**config.mk**
```make
export PLATFORM = sky130hd
export DESIGN_NAME = alarm_ring_ctrl_flat
export DESIGN_NICKNAME = d
export VERILOG_FILES = /design/src/rtl/alarm_ring_ctrl_pkg.sv /design/src/rtl/alarm_ring_ctrl_if.sv /design/src/rtl/alarm_ring_ctrl_tick_counter.sv /design/src/rtl/alarm_ring_ctrl.sv /design/src/flat_wrapper.sv
export SDC_FILE = /design/constraint.sdc
export NUM_CORES = 1
export LEC_CHECK = 0
export CORE_AREA = 2 2 59 61
export DETAILED_ROUTE_END_ITERATION = 10
export DIE_AREA = 0 0 61 63
export MAX_ROUTING_LAYER = met4
export PLACE_DENSITY = 0.75
export SLEW_MARGIN = 30
export SYNTH_ARGS = -nofsm -noshare
export SYNTH_HDL_FRONTEND = slang
export SYNTH_SLANG_ARGS = --single-unit
export TNS_END_PERCENT = 20
```
**constraint.sdc**
```tcl
create_clock -name clock -period 2.2 [get_ports clock]
set_input_delay 0.44 -clock clock [delete_from_list [all_inputs] [get_ports clock]]
set_output_delay 0.44 -clock clock [all_outputs]
set_load 0.01 [all_outputs]
```
**src/rtl/alarm_ring_ctrl_pkg.sv**
```systemverilog
// Shared types for the alarm ring sequencer.
// Holds the ring-state encoding, the BCD time payload layout and counter widths.
// The same encodings are used by timegen and the LCD driver.
package alarm_ring_ctrl_pkg;

  localparam int unsigned SNZ_CNT_W  = 3;  // snoozes-used counter width
  localparam int unsigned RING_SEC_W = 8;  // ring-seconds counter width
  localparam int unsigned SNZ_MIN_W  = 4;  // snooze-minutes counter width

  typedef enum logic [1:0] {
    IDLE    = 2'd0,
    RINGING = 2'd1,
    SNOOZE  = 2'd2,
    LOCKOUT = 2'd3
  } state_e;

  // 16-bit BCD time as produced by the counter and alarm_reg
  typedef struct packed {
    logic [3:0] ms_hr;
    logic [3:0] ls_hr;
    logic [3:0] ms_min;
    logic [3:0] ls_min;
  } bcd_time_t;

  // Current time equals alarm time on every BCD digit
  function automatic logic time_match(input bcd_time_t cur, input bcd_time_t alm);
    return cur == alm;
  endfunction

endpackage

```
**src/rtl/alarm_ring_ctrl_if.sv**
```systemverilog
// Signal bundle between the alarm clock datapath and the ring sequencer.
//   master : drives ticks, buttons, enable and times; receives sound/snooze status
//   slave  : the ring sequencer side
interface alarm_ring_ctrl_if;
  import alarm_ring_ctrl_pkg::*;

  logic                 one_second;
  logic                 one_minute;
  logic                 alarm_en;
  logic                 snooze_button;
  logic                 stop_button;
  bcd_time_t            cur_time;
  bcd_time_t            alm_time;
  logic                 alarm_sound;
  logic                 snoozing;
  logic [SNZ_CNT_W-1:0] snooze_cnt;

  modport master (
    output one_second, one_minute, alarm_en, snooze_button, stop_button, cur_time, alm_time,
    input  alarm_sound, snoozing, snooze_cnt
  );

  modport slave (
    input  one_second, one_minute, alarm_en, snooze_button, stop_button, cur_time, alm_time,
    output alarm_sound, snoozing, snooze_cnt
  );

endinterface

```
**src/rtl/alarm_ring_ctrl_tick_counter.sv**
```systemverilog
// Saturating up-counter with clear and tick enable.
// Ports:
//   clk, rst_n  : clock, async active-low reset
//   clr_i       : synchronous clear (wins over tick)
//   tick_i      : count enable pulse
//   reach_c_o   : combinational; high when this tick brings the count to TERM
module alarm_ring_ctrl_tick_counter #(
  parameter int unsigned WIDTH = 8,
  parameter int unsigned TERM  = 1
) (
  input  logic clk,
  input  logic rst_n,
  input  logic clr_i,
  input  logic tick_i,
  output logic reach_c_o
);

  localparam logic [WIDTH-1:0] TERM_M1 = WIDTH'(TERM - 1);

  logic [WIDTH-1:0] count_q;
  logic [WIDTH-1:0] count_d;

  // Next count: clear, else saturating increment on tick
  always_comb begin
    count_d = count_q;
    if (clr_i) begin
      count_d = '0;
    end else if (tick_i && (count_q != '1)) begin
      count_d = count_q + WIDTH'(1);
    end
  end

  always_ff @(posedge clk or negedge rst_n) begin
    if (!rst_n) begin
      count_q <= '0;
    end else begin
      count_q <= count_d;
    end
  end

  // >= keeps the terminal event robust once saturated
  assign reach_c_o = tick_i && (count_q >= TERM_M1);

endmodule

```
**src/rtl/alarm_ring_ctrl.sv**
```systemverilog
// Alarm ring sequencer: detects time match, rings, handles snooze, stop,
// ring timeout with auto-snooze, and lockout until the matching minute passes.
// Ports:
//   clock, reset : system clock, async active-low reset
//   bus (slave)  : ticks, buttons, alarm_en, cur/alm time in; alarm_sound,
//                  snoozing, snooze_cnt out (all registered)
// Build option: define ALARM_RING_BEEP_EN to make alarm_sound toggle on every
// one_second while ringing (starting high); otherwise it is steady high.
module alarm_ring_ctrl
  import alarm_ring_ctrl_pkg::*;
#(
  parameter int unsigned SNOOZE_MIN = 5,
  parameter int unsigned RING_SEC   = 60,
  parameter int unsigned MAX_SNOOZE = 3
) (
  input  logic             clock,
  input  logic             reset,
  alarm_ring_ctrl_if.slave bus
);

  logic                 match_q;
  logic                 snz_prev_q;
  logic                 stop_prev_q;
  logic                 snz_edge_q;
  logic                 stop_edge_q;

  state_e               state_q;
  state_e               state_d;
  logic                 sound_q;
  logic                 sound_d;
  logic                 snoozing_q;
  logic                 snoozing_d;
  logic [SNZ_CNT_W-1:0] snz_cnt_q;
  logic [SNZ_CNT_W-1:0] snz_cnt_d;

  logic                 ring_timeout;
  logic                 snz_wake;

  // Registered match and button rising edges
  always_ff @(posedge clock or negedge reset) begin
    if (!reset) begin
      match_q     <= 1'b0;
      snz_prev_q  <= 1'b0;
      stop_prev_q <= 1'b0;
      snz_edge_q  <= 1'b0;
      stop_edge_q <= 1'b0;
    end else begin
      match_q     <= time_match(bus.cur_time, bus.alm_time);
      snz_prev_q  <= bus.snooze_button;
      stop_prev_q <= bus.stop_button;
      snz_edge_q  <= bus.snooze_button & ~snz_prev_q;
      stop_edge_q <= bus.stop_button & ~stop_prev_q;
    end
  end

  // Seconds rung; held clear outside RINGING so every ring period starts at 0
  alarm_ring_ctrl_tick_counter #(
    .WIDTH (RING_SEC_W),
    .TERM  (RING_SEC)
  ) u_ring_sec (
    .clk       (clock),
    .rst_n     (reset),
    .clr_i     (state_q != RINGING),
    .tick_i    (bus.one_second),
    .reach_c_o (ring_timeout)
  );

  // Minutes snoozed; held clear outside SNOOZE
  alarm_ring_ctrl_tick_counter #(
    .WIDTH (SNZ_MIN_W),
    .TERM  (SNOOZE_MIN)
  ) u_snz_min (
    .clk       (clock),
    .rst_n     (reset),
    .clr_i     (state_q != SNOOZE),
    .tick_i    (bus.one_minute),
    .reach_c_o (snz_wake)
  );

  // Next-state, snooze count and output decode
  always_comb begin
    state_d    = state_q;
    snz_cnt_d  = snz_cnt_q;
    sound_d    = 1'b0;
    snoozing_d = 1'b0;

    if (!bus.alarm_en) begin
      // Disarm overrides every other event
      state_d   = IDLE;
      snz_cnt_d = '0;
    end else begin
      case (state_q)
        IDLE: begin
          snz_cnt_d = '0;
          if (match_q) begin
            state_d = RINGING;
          end
        end
        RINGING: begin
          // Stop beats snooze; snooze edge and timeout together are one snooze
          if (stop_edge_q) begin
            state_d = LOCKOUT;
          end else if (snz_edge_q || ring_timeout) begin
            if (snz_cnt_q < SNZ_CNT_W'(MAX_SNOOZE)) begin
              state_d   = SNOOZE;
              snz_cnt_d = snz_cnt_q + SNZ_CNT_W'(1);
            end else begin
              state_d = LOCKOUT;
            end
          end
        end
        SNOOZE: begin
          if (stop_edge_q) begin
            state_d = LOCKOUT;
          end else if (snz_wake) begin
            state_d = RINGING;
          end
        end
        LOCKOUT: begin
          // Wait out the matching minute so it cannot retrigger
          if (!match_q) begin
            state_d   = IDLE;
            snz_cnt_d = '0;
          end
        end
        default: begin
          state_d   = IDLE;
          snz_cnt_d = '0;
        end
      endcase
    end

    snoozing_d = (state_d == SNOOZE);

`ifdef ALARM_RING_BEEP_EN
    if (state_d != RINGING) begin
      sound_d = 1'b0;
    end else if (state_q != RINGING) begin
      sound_d = 1'b1;
    end else if (bus.one_second) begin
      sound_d = ~sound_q;
    end else begin
      sound_d = sound_q;
    end
`else
    sound_d = (state_d == RINGING);
`endif
  end

  always_ff @(posedge clock or negedge reset) begin
    if (!reset) begin
      state_q    <= IDLE;
      sound_q    <= 1'b0;
      snoozing_q <= 1'b0;
      snz_cnt_q  <= '0;
    end else begin
      state_q    <= state_d;
      sound_q    <= sound_d;
      snoozing_q <= snoozing_d;
      snz_cnt_q  <= snz_cnt_d;
    end
  end

  assign bus.alarm_sound = sound_q;
  assign bus.snoozing    = snoozing_q;
  assign bus.snooze_cnt  = snz_cnt_q;

endmodule

```
**src/flat_wrapper.sv**
```systemverilog
// flat-port wrapper written by rule: the top's interface ports become plain ports
module alarm_ring_ctrl_flat import alarm_ring_ctrl_pkg::*;
#(
  parameter int unsigned SNOOZE_MIN = 5,
  parameter int unsigned RING_SEC   = 60,
  parameter int unsigned MAX_SNOOZE = 3
)
  (clock, reset, bus_one_second, bus_one_minute, bus_alarm_en, bus_snooze_button, bus_stop_button, bus_cur_time, bus_alm_time, bus_alarm_sound, bus_snoozing, bus_snooze_cnt);
  alarm_ring_ctrl_if bus_i ();
  input  logic clock;
  input  logic reset;
  input wire logic [$bits(bus_i.one_second)-1:0] bus_one_second;
  input wire logic [$bits(bus_i.one_minute)-1:0] bus_one_minute;
  input wire logic [$bits(bus_i.alarm_en)-1:0] bus_alarm_en;
  input wire logic [$bits(bus_i.snooze_button)-1:0] bus_snooze_button;
  input wire logic [$bits(bus_i.stop_button)-1:0] bus_stop_button;
  input wire logic [$bits(bus_i.cur_time)-1:0] bus_cur_time;
  input wire logic [$bits(bus_i.alm_time)-1:0] bus_alm_time;
  output wire logic [$bits(bus_i.alarm_sound)-1:0] bus_alarm_sound;
  output wire logic [$bits(bus_i.snoozing)-1:0] bus_snoozing;
  output wire logic [$bits(bus_i.snooze_cnt)-1:0] bus_snooze_cnt;
  assign bus_i.one_second = bus_one_second;
  assign bus_i.one_minute = bus_one_minute;
  assign bus_i.alarm_en = bus_alarm_en;
  assign bus_i.snooze_button = bus_snooze_button;
  assign bus_i.stop_button = bus_stop_button;
  assign bus_i.cur_time = bus_cur_time;
  assign bus_i.alm_time = bus_alm_time;
  assign bus_alarm_sound = bus_i.alarm_sound;
  assign bus_snoozing = bus_i.snoozing;
  assign bus_snooze_cnt = bus_i.snooze_cnt;
  alarm_ring_ctrl #(.SNOOZE_MIN(SNOOZE_MIN), .RING_SEC(RING_SEC), .MAX_SNOOZE(MAX_SNOOZE)) u_core (.clock(clock), .reset(reset), .bus(bus_i));
endmodule
```
==> results.toml, run 1 <==
[clocking]
cts_hold_buf = 0
cts-buffers-inserted = 3
cts_tree = "built"
clk_latency_ns = 0.31
post_cts_buffers = 0
clock_sinks = 24
clock-root-buffer = "clkbuf_4"
cts_resized = 0
htreeDepth = 1
clk_pin_slew_ns = 0.13
clockBufferDepth = 2

[placed_design]
hpwl_mm = 2.46
place.gp.congestion = 1.02
io_buffer_count = 43

[synthesis]
syn_avg_cell_area_um2 = 9.77
synth_edf_count = 0
synth_seq_cells = 24
syn_inst = 141
yosys_most_used_dff = "dfrtp_1"
seq_area_frac_synth_pct = 43.6
ys_types = 36
synthArstFlopShare_pct = 100
syn_nets = 187
yosys_warnings = 0
synth_area_um2 = 1380

[floorplan]
io_pins = 44
die_w_um = 61
dieHeight_um = 63
initial_core_util_pct = 42.6
rows = 21
dieArea_um2 = 3840
core_area_um2 = 3230

[critical_path]
cp.required_ns = 2.46
cp.arrival_ns = 2.21
end_kind = "register"
cp_cell_sequence = "ha_1 > o21ai_1 > o211ai_2 > or3_1 > a32oi_1 > and3_1"
critPathMaxFanout = 5
critical_path_buf_inv_count = 0
crit_slowest_cell = "dfrtp_1"
critPathTopFamily = "compound AO/OA/AOI/OAI gates"
cp-start-kind = "register"
cp_slowest_stage_delay_ns = 0.44
path_class = "register to register"

[run]
maxCapViolations = 0

[timing]
setup_viol = 0
rsz0062_at_grt = "false"
max_slew_margin_pct = 77.7
tns_ns = 0
hold_violations = 0
slew_viol_final = 0
post-route-min-period_ns = 1.95
tightest_slew_ns = 0.330
post-route-period-util_pct = 88.6
fmax_ghz = 0.513
clock_skew_ns = 0.00376

[detailed_routing]
dr.pass1.iters = 4
drtIter0Drc = 56
num_vias = 1259
route.detailed.drc = 0
via_per_inst = 5.36
wirelength_mm = 3.06
final_antenna_net_count = 0
wire_per_inst_um = 13.0

[power]
peakVddDrop_v = 0.000194
power_frac_seq_pct = 55.5
power.leakage_nw = 0.786
p_per_area_nw_per_um2 = 421
p_clk_share_pct = 28.7
p_switching_w = 0.000174
p_sw_share_pct = 21.6
internal_power_w = 0.000632
p_comb_share_pct = 15.9
p_total_w = 0.000806

[grt]
met1_usage_pct = 20.1
met3_usage_pct = 3.11
grt_util_met2_pct = 34.3
grt.busiest_layer = "met2"
grtUsageTotal_pct = 19.2
grt_pass1_wl_mm = 5.49
grt-ovfl-total = 0
grt_max_degree = 25
grt_pass1_vias = 1361
antenna_found_initial = 0

[cells_and_area]
final_cell_mix = "43 x clkdlybuf4s50_1, 24 x dfrtp_1, 21 x xnor2_1"
fillCellCount = 295
num_antenna_cells = 0
fin_nets = 236
drive_gt1_share_pct = 5.29
area_growth_pct = 38.9
layout_commonest_cell = "clkdlybuf4s50_1"

[min_path]
hold_class = "register to register"

[status]
outcome = "finished, final reports clean"
-- final timing paths --
path                                               from                           end  slack (ns)  cells after the start
hold / removal                       u_core.stop_prev_q            u_core.stop_edge_q        0.41                      1
hold reg to reg                      u_core.stop_prev_q            u_core.stop_edge_q        0.41                      1
min in group asynchronous                         reset  u_core.u_ring_sec.count_q[0]        0.46                      2
max in group asynchronous                         reset  u_core.u_ring_sec.count_q[5]        1.51                      2
setup reg to reg           u_core.u_ring_sec.count_q[0]           u_core.bus.snoozing        0.25                      6
setup / recovery           u_core.u_ring_sec.count_q[0]           u_core.bus.snoozing        0.25                      6
-- kinds of logic (layout without fill, tap and decap cells) --
family / count (synthesis) / in the layout / synth area share [%]
flip-flops: 24 / 24 / 43.6
buffers and inverters: 8 / 56 / 2.18
adder cells (fa/ha/maj): 7 / 7 / 6.36
multiplexers: 1 / 1 / 0.727
AO/OA/AOI/OAI: 26 / 26 / 13.1
XOR/XNOR: 23 / 23 / 14.6
AND/OR/NAND/NOR: 52 / 52 / 19.4
-- layout make-up --
cell class / instances / area, µm² / area share (%)
multi-input combinational: 109 / 747 / 39.0
sequential: 24 / 601 / 31.4
timing repair buffer: 45 / 445 / 23.3
tap: 46 / 57.6 / 3.01
clock buffer: 4 / 36.3 / 1.90
inverter: 7 / 26.3 / 1.37
-- synth_stat cells, types with 2 or more instances --
cell	n	area share, %
xnor2_1	21	13
and3_1	2	0.91
inv_1	7	1.9
nor3_1	4	1.5
nand3_1	6	2.2
nor2_1	11	3.0
nand2_1	11	3.0
ha_1	7	6.4
xor2_1	2	1.3
a211oi_1	2	1.1
o21ai_0	4	1.5
nor2b_1	2	0.91
dfrtp_1	24	44
and2_1	4	1.8
a21oi_1	7	2.5
a31oi_1	2	0.91
nand4_1	6	2.7
-- power by group through the flow --
stage	registers (W)	clock network [W]	logic (W)
global placement	0.000455	0	0.000127
detailed placement	0.000455	0	0.000130
floorplan	0.000455	0	0.0000369
CTS	0.000447	0.000238	0.000131
global route	0.000448	0.000267	0.000140
finish	0.000447	0.000231	0.000128
-- state kept, by name, indices dropped and copies added, names as in the netlist, 2 cells and up --
signal and count:
u_core.u_ring_sec.count_q 8, u_core.bus.snooze_cnt 3, u_core.u_snz_min.count_q 4, u_core.state_q 2
-- worst register-to-register path: stages, from the launching register on --
cell,delay [ns]
dfrtp_1,0.44
ha_1,0.28
o21ai_1,0.17
o211ai_2,0.13
or3_1,0.35
a32oi_1,0.32
and3_1,0.21
-- metrics by stage --
| stage | cell area (µm²) | worst slack [ns] | hold WS, ns | instances | util (%) |
|---|---|---|---|---|---|
| 2_1_floorplan | 1380 | 0.535 | 0.144 | 141 | - |
| 4_1_cts | 1910 | 0.256 | 0.414 | 235 | 59.2 |
| 3_3_place_gp | 1880 | 0.219 | 0.389 | 231 | 58.1 |
| 5_1_grt | 1910 | 0.132 | 0.429 | 235 | 59.2 |
| 6_report | 1910 | 0.251 | 0.405 | 235 | 59.2 |
| 3_5_place_dp | 1880 | 0.177 | 0.389 | 231 | 58.1 |
-- per-layer routing --
metal,part of all wire (%),wire [µm]
met5,0,0
met3,5.1,156
met4,2.8,86
met2,56,1710
met1,36,1110
Power figures use the tool's default switching activity.
==> run 2: changes to the inputs <==
GPL_ROUTABILITY_DRIVEN = 0   (was unset)
==> run 2 against run 1 <==
Global-route usage decreased by 0.25 points. Wire length increased by 0.33%. Sequential power about the same. Power increased by 0.28%. Clock skew decreased by 0.0012 ns. First-iteration DRC count increased by 21%. Critical path depth unchanged. Die area unchanged. Register-to-register slack improved by 0.09 ns. Non-clock buffer count unchanged. Maximum frequency increased by 4.8%. Sequential share of layout area unchanged. Critical endpoint unchanged. Highest routed layer unchanged.
==> results.toml, run 2 (synthesis gave the netlist of run 1 again) <==
[run]
maxCapViolations = 0

[floorplan]
initial_core_util_pct = 42.6
rows = 21
die_w_um = 61
dieHeight_um = 63
io_pins = 44
core_area_um2 = 3230
dieArea_um2 = 3840

[critical_path]
cp-start-kind = "register"
cp_cell_sequence = "ha_1 > o21ai_1 > o211ai_2 > or3_1 > a32oi_1 > and3_1"
cp_slowest_stage_delay_ns = 0.43
regToRegEndpoint = "u_core.bus.snoozing"
r2r_slack_ns = 0.34
critPathMaxFanout = 5
crit_slowest_cell = "dfrtp_1"
cp.required_ns = 2.46
cp.arrival_ns = 2.12
r2r_cells = 6
end_kind = "register"
path_class = "register to register"
reg2reg_from = "u_core.u_ring_sec.count_q[0]"

[detailed_routing]
num_vias = 1212
wire_per_inst_um = 13.1
wirelength_mm = 3.07
dr.pass1.iters = 4
via_per_inst = 5.16
final_antenna_net_count = 0
route.detailed.drc = 0
drtIter0Drc = 68

[timing]
fin_ws_ns = 0.340
slew_viol_final = 0
post-route-period-util_pct = 84.5
post-route-min-period_ns = 1.86
setup_viol = 0
hold_violations = 0
clock_skew_ns = 0.00251
max_slew_margin_pct = 76.2
tns_ns = 0
rsz0062_at_grt = "false"
tightest_slew_ns = 0.352
fmax_ghz = 0.538

[grt]
antenna_found_initial = 0
grt_pass1_vias = 1288
grtUsageTotal_pct = 18.9
grt_pass1_wl_mm = 5.35
grt-ovfl-total = 0
grt_max_degree = 25

[cells_and_area]
drive_gt1_share_pct = 5.29
fillCellCount = 292
fin_nets = 236
largest_reg_flops = 8
stdcell_count = 235
layout_commonest_cell = "clkdlybuf4s50_1"
max_flop_register = "u_core.u_ring_sec.count_q"
final_cell_mix = "43 x clkdlybuf4s50_1, 24 x dfrtp_1, 21 x xnor2_1"
num_antenna_cells = 0
area_growth_pct = 38.9

[power]
p_per_area_nw_per_um2 = 423
power_frac_seq_pct = 55.3
power.leakage_nw = 0.786
internal_power_w = 0.000632
p_comb_share_pct = 15.9
p_clk_share_pct = 28.8
p_sw_share_pct = 21.8
p_switching_w = 0.000176
peakVddDrop_v = 0.000197

[clocking]
cts-buffers-inserted = 3
clockBufferDepth = 2
cts_tree = "built"
cts_resized = 0
clock-root-buffer = "clkbuf_4"
clk_pin_slew_ns = 0.13
clk_latency_ns = 0.31
cts_hold_buf = 0
post_cts_buffers = 0
htreeDepth = 1
clock_sinks = 24

[placed_design]
hpwl_mm = 2.45
io_buffer_count = 43
placedCellCount = 231
post-place-ws_ns = 0.173

[min_path]
hold_path_end = "u_core.stop_edge_q"
min_from = "u_core.stop_prev_q"
hold-path-cell-count = 1
hold_class = "register to register"

[status]
outcome = "finished, final reports clean"
-- run 2: worst max-delay path, delay by kind of cell, from the launching register on --
kind / cells / cell delay (ns)
compound gates: 3 / 0.58
simple gates: 2 / 0.54
flops: 1 / 0.43
fa+ha+maj: 1 / 0.26
-- run 2: routing by layer --
metal / vias to the layer above / share of wire, % / global-route usage (%)
met3: 2 / 5.7 / 2.48
met2: 47 / 56 / 34.1
met1: 564 / 38 / 20.4
met5: - / 0 / -
met4: 0 / 0.68 / 6.79
li1: 599 / - / -
-- run 2: layout make-up --
cell class	count	area, µm²	area share, %
Multi-Input combinational cell	109	747	39.0
Sequential cell	24	601	31.4
Timing Repair Buffer	45	445	23.3
Tap cell	46	57.6	3.01
Clock buffer	4	36.3	1.90
Inverter	7	26.3	1.37
-- run 2: power by group through the flow --
stage | combinational, W | sequential, W | clock [W]
floorplan | 0.0000369 | 0.000455 | 0
global placement | 0.000127 | 0.000455 | 0
detailed placement | 0.000131 | 0.000456 | 0
CTS | 0.000131 | 0.000447 | 0.000241
global route | 0.000141 | 0.000448 | 0.000258
finish | 0.000129 | 0.000447 | 0.000233
-- run 2: worst max-delay path by stage --
stage,start,end
5_1_grt,u_core.state_q[1],u_core.bus.snoozing
3_5_place_dp,bus_one_second,u_core.bus.snoozing
4_1_cts,u_core.u_ring_sec.count_q[0],u_core.bus.snoozing
3_3_place_gp,bus_one_second,u_core.bus.snoozing
2_1_floorplan,u_core.u_ring_sec.count_q[0],u_core.bus.snoozing
6_report,u_core.u_ring_sec.count_q[0],u_core.bus.snoozing
-- run 2: through the flow --
stage,hold WS [ns],utilization (%),total power (W),instance area [µm²]
floorplan,0.144,-,0.000492,1380
global placement,0.389,58.1,0.000582,1880
global route,0.420,59.2,0.000847,1910
detailed placement,0.392,58.1,0.000586,1880
finish,0.408,59.2,0.000808,1910
CTS,0.410,59.2,0.000819,1910
